--- src/rtl/uart_pkg.sv ---
// Shared UART definitions used by the receive and transmit front ends:
// frame state encoding, parity mode codes and accumulator constants.
package uart_pkg;

    typedef enum logic [2:0] {
        IDLE   = 3'd0,
        START  = 3'd1,
        DATA   = 3'd2,
        PARITY = 3'd3,
        STOP   = 3'd4
    } state_t;

    localparam logic [1:0] PAR_NONE = 2'b00;
    localparam logic [1:0] PAR_ODD  = 2'b01;
    localparam logic [1:0] PAR_EVEN = 2'b10;

    localparam logic [16:0] ACC_HALF = 17'h08000;

    function automatic logic majority3(input logic [2:0] v);
        return (v[0] & v[1]) | (v[0] & v[2]) | (v[1] & v[2]);
    endfunction

endpackage

--- src/rtl/rx_sync.sv ---
// Input synchroniser for the asynchronous receive line, with an optional
// three-sample majority filter (RX_FRONTEND_MAJORITY_EN), and a falling-edge
// strobe derived from the sampled value.
module rx_sync
    import uart_pkg::*;
#(
    parameter int SYNC_STAGES = 2
) (
    input  logic clk_i,
    input  logic rst_i,
    input  logic rx_i,
    output logic line_o,
    output logic fall_o
);

    logic [SYNC_STAGES-1:0] sync_q;
    logic                   line_raw;
    logic                   prev_q;

    // Metastability chain; resets to the idle-high line level.
    always_ff @(posedge clk_i) begin
        if (rst_i) sync_q <= '1;
        else       sync_q <= {sync_q[SYNC_STAGES-2:0], rx_i};
    end

    assign line_raw = sync_q[SYNC_STAGES-1];

`ifdef RX_FRONTEND_MAJORITY_EN
    logic [2:0] hist_q;

    // Three-sample history so a single-cycle glitch never reaches the sampler.
    always_ff @(posedge clk_i) begin
        if (rst_i) hist_q <= 3'b111;
        else       hist_q <= {hist_q[1:0], line_raw};
    end

    assign line_o = majority3(hist_q);
`else
    assign line_o = line_raw;
`endif

    // Previous sampled value, so a line held low cannot retrigger.
    always_ff @(posedge clk_i) begin
        if (rst_i) prev_q <= 1'b1;
        else       prev_q <= line_o;
    end

    assign fall_o = prev_q & ~line_o;

endmodule

--- src/rtl/rx_frontend.sv ---
// UART receive front end: fractional baud accumulator locates bit centres,
// FSM deserialises 7/8 data bits, optional parity, 1/2 stop bits, and
// reports the byte with parity/framing status on a one-cycle done pulse.
// Optional feature macro: RX_FRONTEND_MAJORITY_EN (majority-vote sampling).
module rx_frontend
    import uart_pkg::*;
#(
    parameter int SYNC_STAGES = 2
) (
    input  logic        clk_i,
    input  logic        rst_i,
    input  logic [15:0] cr_acc_incr_i,
    input  logic        cr_ds_i,
    input  logic [1:0]  cr_p_i,
    input  logic        cr_s_i,
    input  logic        uart_rx_i,
    output logic [7:0]  dr_o,
    output logic        done_o,
    output logic        parity_err_o,
    output logic        frame_err_o
);

    state_t      state_q;
    logic [16:0] acc_q;
    logic [16:0] acc_d;
    logic        ovf;
    logic        line;
    logic        fall;

    logic        ds_q;
    logic [1:0]  p_q;
    logic        s_q;
    logic [7:0]  data_q;
    logic [7:0]  bit_q;
    logic [1:0]  stop_q;
    logic        par_q;
    logic        perr_q;
    logic        ferr_q;
    logic        last_bit;

    rx_sync #(
        .SYNC_STAGES (SYNC_STAGES)
    ) u_sync (
        .clk_i  (clk_i),
        .rst_i  (rst_i),
        .rx_i   (uart_rx_i),
        .line_o (line),
        .fall_o (fall)
    );

    assign acc_d    = {1'b0, acc_q[15:0]} + {1'b0, cr_acc_incr_i};
    assign ovf      = acc_d[16];
    assign last_bit = ds_q ? bit_q[7] : bit_q[6];

    // Frame FSM: baud accumulator, deserialiser, parity/stop checks, result registers.
    always_ff @(posedge clk_i) begin
        if (rst_i) begin
            state_q      <= IDLE;
            acc_q        <= '0;
            dr_o         <= '0;
            done_o       <= 1'b0;
            parity_err_o <= 1'b0;
            frame_err_o  <= 1'b0;
        end else begin
            done_o <= 1'b0;
            if (state_q != IDLE) acc_q <= acc_d;
            case (state_q)
                IDLE: begin
                    if (fall) begin
                        acc_q   <= ACC_HALF;
                        ds_q    <= cr_ds_i;
                        p_q     <= cr_p_i;
                        s_q     <= cr_s_i;
                        data_q  <= '0;
                        par_q   <= cr_p_i[0];
                        perr_q  <= 1'b0;
                        ferr_q  <= 1'b0;
                        state_q <= START;
                    end
                end
                START: begin
                    if (ovf) begin
                        if (!line) begin
                            bit_q   <= 8'h01;
                            state_q <= DATA;
                        end else begin
                            state_q <= IDLE;
                        end
                    end
                end
                DATA: begin
                    if (ovf) begin
                        if (line) data_q <= data_q | bit_q;
                        par_q <= par_q ^ line;
                        bit_q <= bit_q << 1;
                        if (last_bit) begin
                            if (p_q != PAR_NONE) begin
                                state_q <= PARITY;
                            end else begin
                                stop_q  <= s_q ? 2'b10 : 2'b01;
                                state_q <= STOP;
                            end
                        end
                    end
                end
                PARITY: begin
                    if (ovf) begin
                        perr_q  <= line ^ par_q;
                        stop_q  <= s_q ? 2'b10 : 2'b01;
                        state_q <= STOP;
                    end
                end
                STOP: begin
                    if (ovf) begin
                        if (!line) ferr_q <= 1'b1;
                        stop_q <= stop_q >> 1;
                        if (stop_q[0]) begin
                            dr_o         <= data_q;
                            parity_err_o <= perr_q;
                            frame_err_o  <= ferr_q | ~line;
                            done_o       <= 1'b1;
                            state_q      <= IDLE;
                        end
                    end
                end
                default: state_q <= IDLE;
            endcase
        end
    end

endmodule

--- config.mk ---
export PLATFORM = sky130hd
export DESIGN_NAME = rx_frontend
export DESIGN_NICKNAME = d
export VERILOG_FILES = /design/src/rtl/uart_pkg.sv /design/src/rtl/rx_sync.sv /design/src/rtl/rx_frontend.sv
export SDC_FILE = /design/constraint.sdc
export NUM_CORES = 1
export LEC_CHECK = 0
export ABC_CLOCK_PERIOD_IN_PS = 4100
export CORE_ASPECT_RATIO = 1.75
export CORE_MARGIN = 1.5
export CORE_UTILIZATION = 35
export CTS_BUF_LIST = sky130_fd_sc_hd__clkbuf_2 sky130_fd_sc_hd__clkbuf_4 sky130_fd_sc_hd__clkbuf_8
export DETAILED_ROUTE_END_ITERATION = 10
export MAX_ROUTING_LAYER = met4
export PLACE_DENSITY = 0.62
export SYNTH_ARGS = -nofsm -noshare
export SYNTH_HDL_FRONTEND = slang
export SYNTH_SLANG_ARGS = --single-unit
--- constraint.sdc ---
create_clock -name clk_i -period 4.1 [get_ports clk_i]
set_input_delay 0.82 -clock clk_i [delete_from_list [all_inputs] [get_ports clk_i]]
set_output_delay 0.82 -clock clk_i [all_outputs]
set_load 0.01 [all_outputs]
Word-level counts from Yosys, hierarchy flattened
Cells that the tools add are included.
{"block": "classes", "addsub": 1, "eq_ne": 15, "muxes": 38, "n_bitwise": 8, "reduce_logical": 18}
{"op": "17-bit two-way mux", "n": 3}
{"op": "8-bit two-way mux", "n": 6}
{"op": "8-bit case mux with 2 select lines", "n": 2}
{"op": "3-bit two-way mux", "n": 8}
{"op": "2-bit inequality test (second input constant)", "n": 10}
{"op": "16-bit by 16-bit adder with 17-bit output", "n": 1}
{"op": "3-bit case mux with 5 select lines", "n": 1}
{"op": "5-bit AND reduction", "n": 3}
{"op": "2-bit two-way mux", "n": 7}
{"op": "7-bit AND reduction", "n": 2}
{"op": "2-bit nonzero test", "n": 5}
{"op": "8-bit OR", "n": 1}
{"op": "4-bit AND reduction", "n": 2}
{"op": "1-bit two-way mux", "n": 7}
{"op": "3-bit by 2-bit equality test with 1-bit output (second input constant)", "n": 2}
{"op": "1-bit case mux with 2 select lines", "n": 3}
{"op": "2-bit case mux with 3 select lines", "n": 1}
{"op": "3-bit AND reduction", "n": 2}
{"op": "3-bit nonzero test", "n": 2}
{"op": "1-bit inverter", "n": 4}
{"op": "3-bit by 1-bit equality test with 1-bit output (second input constant)", "n": 1}
{"op": "3-bit equality test (second input constant)", "n": 1}
{"op": "3-bit logical NOT", "n": 1}
{"op": "3-bit OR reduction", "n": 1}
{"op": "other kinds (4)", "n": 4}
{"block": "totals", "regBits": 59, "inputBits": 23, "output_inout_bits": 11, "word_cells": 97}

Depth between registers and ports, before layout
{"block": "depth", "depth_word": 5, "depth_mapped": 10, "depth_no_buf": 9}

Cells and area by module
A second synthesis with hierarchy kept.
{"block": "hier_totals", "hier_cells": 316, "hier_area_um2": 3031.7}
{"mod": "rx_frontend", "instances": 1, "cells_per_inst": 309, "area_each_um2": 2946.6, "seq_area_each_um2": 1351.3}
{"mod": "rx_sync", "instances": 1, "cells_per_inst": 7, "area_each_um2": 85.1, "seq_area_each_um2": 60.1}

Worst setup path after synthesis
Ideal clock, no wire load.
{"block": "synth_path", "kind": "input -> register", "start": "input port cr_acc_incr_i[0]", "end": "register bit_q[0], enable pin", "setup_time_ps": 419, "arrival_ps": 3348, "t_required_ps": 3681, "setup_slack_ps": 333, "stages": 8, "path_buffers": 1, "path_cell_list": "ha_1 -> fa_1 -> a21oi_1 -> o221a_2 -> o21bai_1 -> a221oi_2 -> buf_2 -> a2111oi_0"}
{"block": "synth_via", "elab_chain_len": 3, "elab_cells_between_ends": 4, "classes_between": "add/sub (1); eq/ne (2); reduce/logical (1)"}
{"item": "from (decl)", "line": "rx_frontend.sv:12", "rtl": "input logic [15:0] cr_acc_incr_i,"}
{"item": "16-bit by 16-bit adder with 17-bit output (*)", "line": "rx_frontend.sv:51", "rtl": "assign acc_d = {1'b0, acc_q[15:0]} + {1'b0, cr_acc_incr_i};"}
{"item": "2-bit inequality test (no line)"}
{"item": "5-bit AND reduction (no line) (*)"}
{"item": "to (signal assigned)", "line": "rx_frontend.sv:95", "rtl": "bit_q <= bit_q << 1;"}
{"item": "to (decl)", "line": "rx_frontend.sv:34", "rtl": "logic [7:0] bit_q;"}
Every way passes the cells marked *; elsewhere a longest branch is shown, timed or not.
A chain may end at the register's enable or synchronous reset.

Final worst setup path
{"block": "layout_path", "start": "input port cr_acc_incr_i[0]", "end": "register parity_err_o"}
{"block": "layout_via", "elab_chain_len": 2}
{"item": "16-bit by 16-bit adder with 17-bit output", "line": "rx_frontend.sv:51"}
{"item": "3-bit AND reduction (no line)"}
{"item": "to (signal assigned)", "line": "rx_frontend.sv:119", "rtl": "parity_err_o <= perr_q;"}
{"item": "to (decl)", "line": "rx_frontend.sv:19", "rtl": "output logic parity_err_o,"}
Every way passes these cells.

==> flow_metrics.tcl <==
set metrics [dict create \
    max_freq_ghz 0.3014 \
    seqCellArea_um2 1411 \
    dp.cells 416 \
    crit_slowest_cell "fa_1" \
    worstSetupEndpointType "register" \
    io_pins 34 \
    grt_max_degree 24 \
    postCtsHoldBufs 0 \
    startpoint "cr_acc_incr_i[0]" \
    pre_cts_slack_ns 0.4695 \
    cts-resized-gates 0 \
    worst_slack_ns 0.7821 \
    ir_worst_vdd_v 0.0001936 \
    cpMostUsedCell "buf_4" \
    nFillCells 809 \
    cts_tree "yes" \
    ys_warn_count 0 \
    synth_ff_type "dfxtp_1" \
    drcViolationCount 0 \
    cp-endpoint "parity_err_o" \
    synth_seq_cells 58 \
    synth_fp_nets 336 \
    synth-seq-area-share_pct 48.02 \
    dr_total_vias 2313 \
    root_buffer "clkbuf_8" \
    synth_edf_count 25 \
    hpwl_um 4873 \
    final-hold-violation-count 0 \
    worst_pin_slew_ns 0.8939 \
    grt_pass1_wl_um 10920 \
    clk_latency_ns 0.35 \
    antenna_found_initial 0 \
    post_cts_buffers 0 \
    synth_async_sr_flop_share_pct 0 \
    die-height_um 124.2 \
    final_cell_mix "52 x nor2_1, 33 x dfxtp_1, 33 x clkdlybuf4s50_1" \
    grt_overflow 0 \
    finalSetupTns_ns 0 \
    place_area_um2 3388 \
    cts.clk_slew.worst_paths_ns 0.06 \
    first_pass_iters 4 \
    portBuffers 33 \
    yosysUniqueCellTypes 53 \
    ant_nets 0 \
    critPathLaunchType "primary input" \
    worstReg2RegStart "acc_q[0]" \
    worstPathRequired_ns 4.31 \
    period_needed_ns 3.318 \
    cts-buffers-inserted 9 \
    crit_arrival_ns 3.53 \
    syn-cell-area_um2 2939 \
    h-tree-depth 3 \
    fin_skew_ns 0.008033 \
    drtIter0Drc 84 \
    r2r_end "parity_err_o" \
    drive_gt1_share_pct 8.824 \
    setup_viol_count_final 0 \
    diodes 0 \
    max_stage_delay_ns 0.42 \
    drv_slew 0 \
    track_usage_pct 16.36 \
    wl_per_cell_um 15.28 \
    p_per_area_nw_per_um2 371.8 \
    initial_utilization_pct 35.83 \
    post-route-cell-area_um2 3596 \
    routed_wl_um 6601 \
    whs_path_depth 1 \
    clock-sinks 58 \
    fin_crit_sh_pct 80.92 \
    rsz0062_at_grt "false" \
    syn_area_per_cell_um2 9.929 \
    hold_path.class "reg2reg" \
    p_leak_nw 1.426 \
    path_class "in2reg" \
    viasPerCell 5.354 \
    core_um2 8203 \
    maxCapViolCount 0 \
    timing.slew.headroom_pct 40.37 \
    fin_cells 432 \
    netlist_instances 296 \
    regToRegSetupSlack_ns 1.38 \
    crit_chain "clkdlybuf4s50_1 > ha_1 > fa_1 > a21oi_1 > o221a_2 > o21bai_1 > a221oi_2 > buf_4 > nand3b_1 > buf_4 > mux2i_1 > nor2_1" \
    gp_congestion 0.8549 \
    min-delay-start "u_sync.sync_q[0]" \
    crit_fanout 12 \
    dieWidth_um 72.27 \
    multi_input_area_um2 1438 \
    area_growth_pct 22.35 \
    r2r_cells 11 \
    status "finished clean" \
    die_area_um2 8978 \
    fin_nets 375 \
    rows 44 \
    layout_commonest_cell "nor2_1" \
    cts_buffer_depth 2 \
    grt_pass1_vias 2374 \
]
[worst max-delay path: cells and delay by family]
kind	cells	cell delay [ns]
AND/OR/NAND/NOR	2	0.20
AO/OA/AOI/OAI	4	0.83
buffers and inverters	3	0.80
adder cells (fa/ha/maj)	2	0.65
multiplexers	1	0.21
[stage by stage]
step	hold slack (ns)	util (%)	power, W
global route	0.4445	43.84	0.001393
CTS	0.4289	43.84	0.001353
finish	0.4209	43.84	0.001337
detailed placement	0.4133	41.31	0.0007892
global placement	0.3939	41.31	0.0007870
floorplan	0.3895	-	0.0007391
[routing by layer]
metal | part of all wire [%] | wire length [µm] | global-route usage (%)
met1 | 40 | 2619 | 16.91
met2 | 53 | 3502 | 27.56
met3 | 3.7 | 246 | 4.870
met4 | 3.5 | 233 | 8.102
met5 | 0 | 0 | -
[worst min-delay path by stage]
stage                             to  slack (ns)
global placement    u_sync.sync_q[1]        0.39
CTS                 u_sync.sync_q[1]        0.43
finish              u_sync.sync_q[1]        0.42
detailed placement  u_sync.sync_q[1]        0.41
global route        u_sync.sync_q[1]        0.44
floorplan           u_sync.sync_q[1]        0.39
[logic make-up after synthesis]
| logic type | count (synthesis) | synth area share [%] |
|---|---|---|
| compound gates | 69 | 16.73 |
| xor+xnor | 13 | 3.874 |
| fa+ha+maj | 17 | 7.493 |
| buf+inv | 22 | 3.107 |
| flops | 58 | 48.02 |
| mux | 10 | 3.406 |
| simple gates | 107 | 17.37 |
[flip-flops by register name, summed over array words and instances, names as in the netlist]
| register | count |
|---|---|
| ds_q | 1 |
| par_q | 1 |
| data_q | 8 |
| done_o | 1 |
| acc_q | 16 |
| perr_q | 1 |
| s_q | 1 |
| dr_o | 8 |
| u_sync.sync_q | 2 |
| p_q | 2 |
| bit_q | 8 |
| u_sync.prev_q | 1 |
| parity_err_o | 1 |
| state_q | 3 |
| frame_err_o | 1 |
| stop_q | 2 |
| ferr_q | 1 |
[synth_stat cells, types with 3 or more instances]
master,instances,area [µm²]
nor2_1,52,195.2
dfxtp_1,33,660.6
edfxtp_1,25,750.7
ha_1,16,200.2
a21oi_1,14,70.07
nand2_1,12,45.04
a22oi_1,11,82.58
clkbuf_1,11,41.29
xnor2_1,11,96.34
mux2i_1,10,100.1
o21ai_0,10,50.05
and2_1,8,50.05
inv_1,8,30.03
nor3_1,8,40.04
a21o_1,5,37.54
nor4_1,4,25.02
or3_1,4,25.02
a31oi_1,3,18.77
nand3b_1,3,22.52
o211ai_1,3,22.52
or2_2,3,18.77
[area by class of cell]
type,instances,area share [%]
well taps,92,3.201
inverters,9,0.9395
repair buffers,41,10.86
flip-flops and latches,58,39.25
clock inverters,7,2.331
multi-input cells,216,39.98
clock buffers,9,3.445
[report_power, final]
group	switching, W	internal [W]
logic	0.0000827	0.0000724
registers	0.00000844	0.000613
clock network	0.000227	0.000334
No activity file was read; power rests on OpenSTA's default activity.
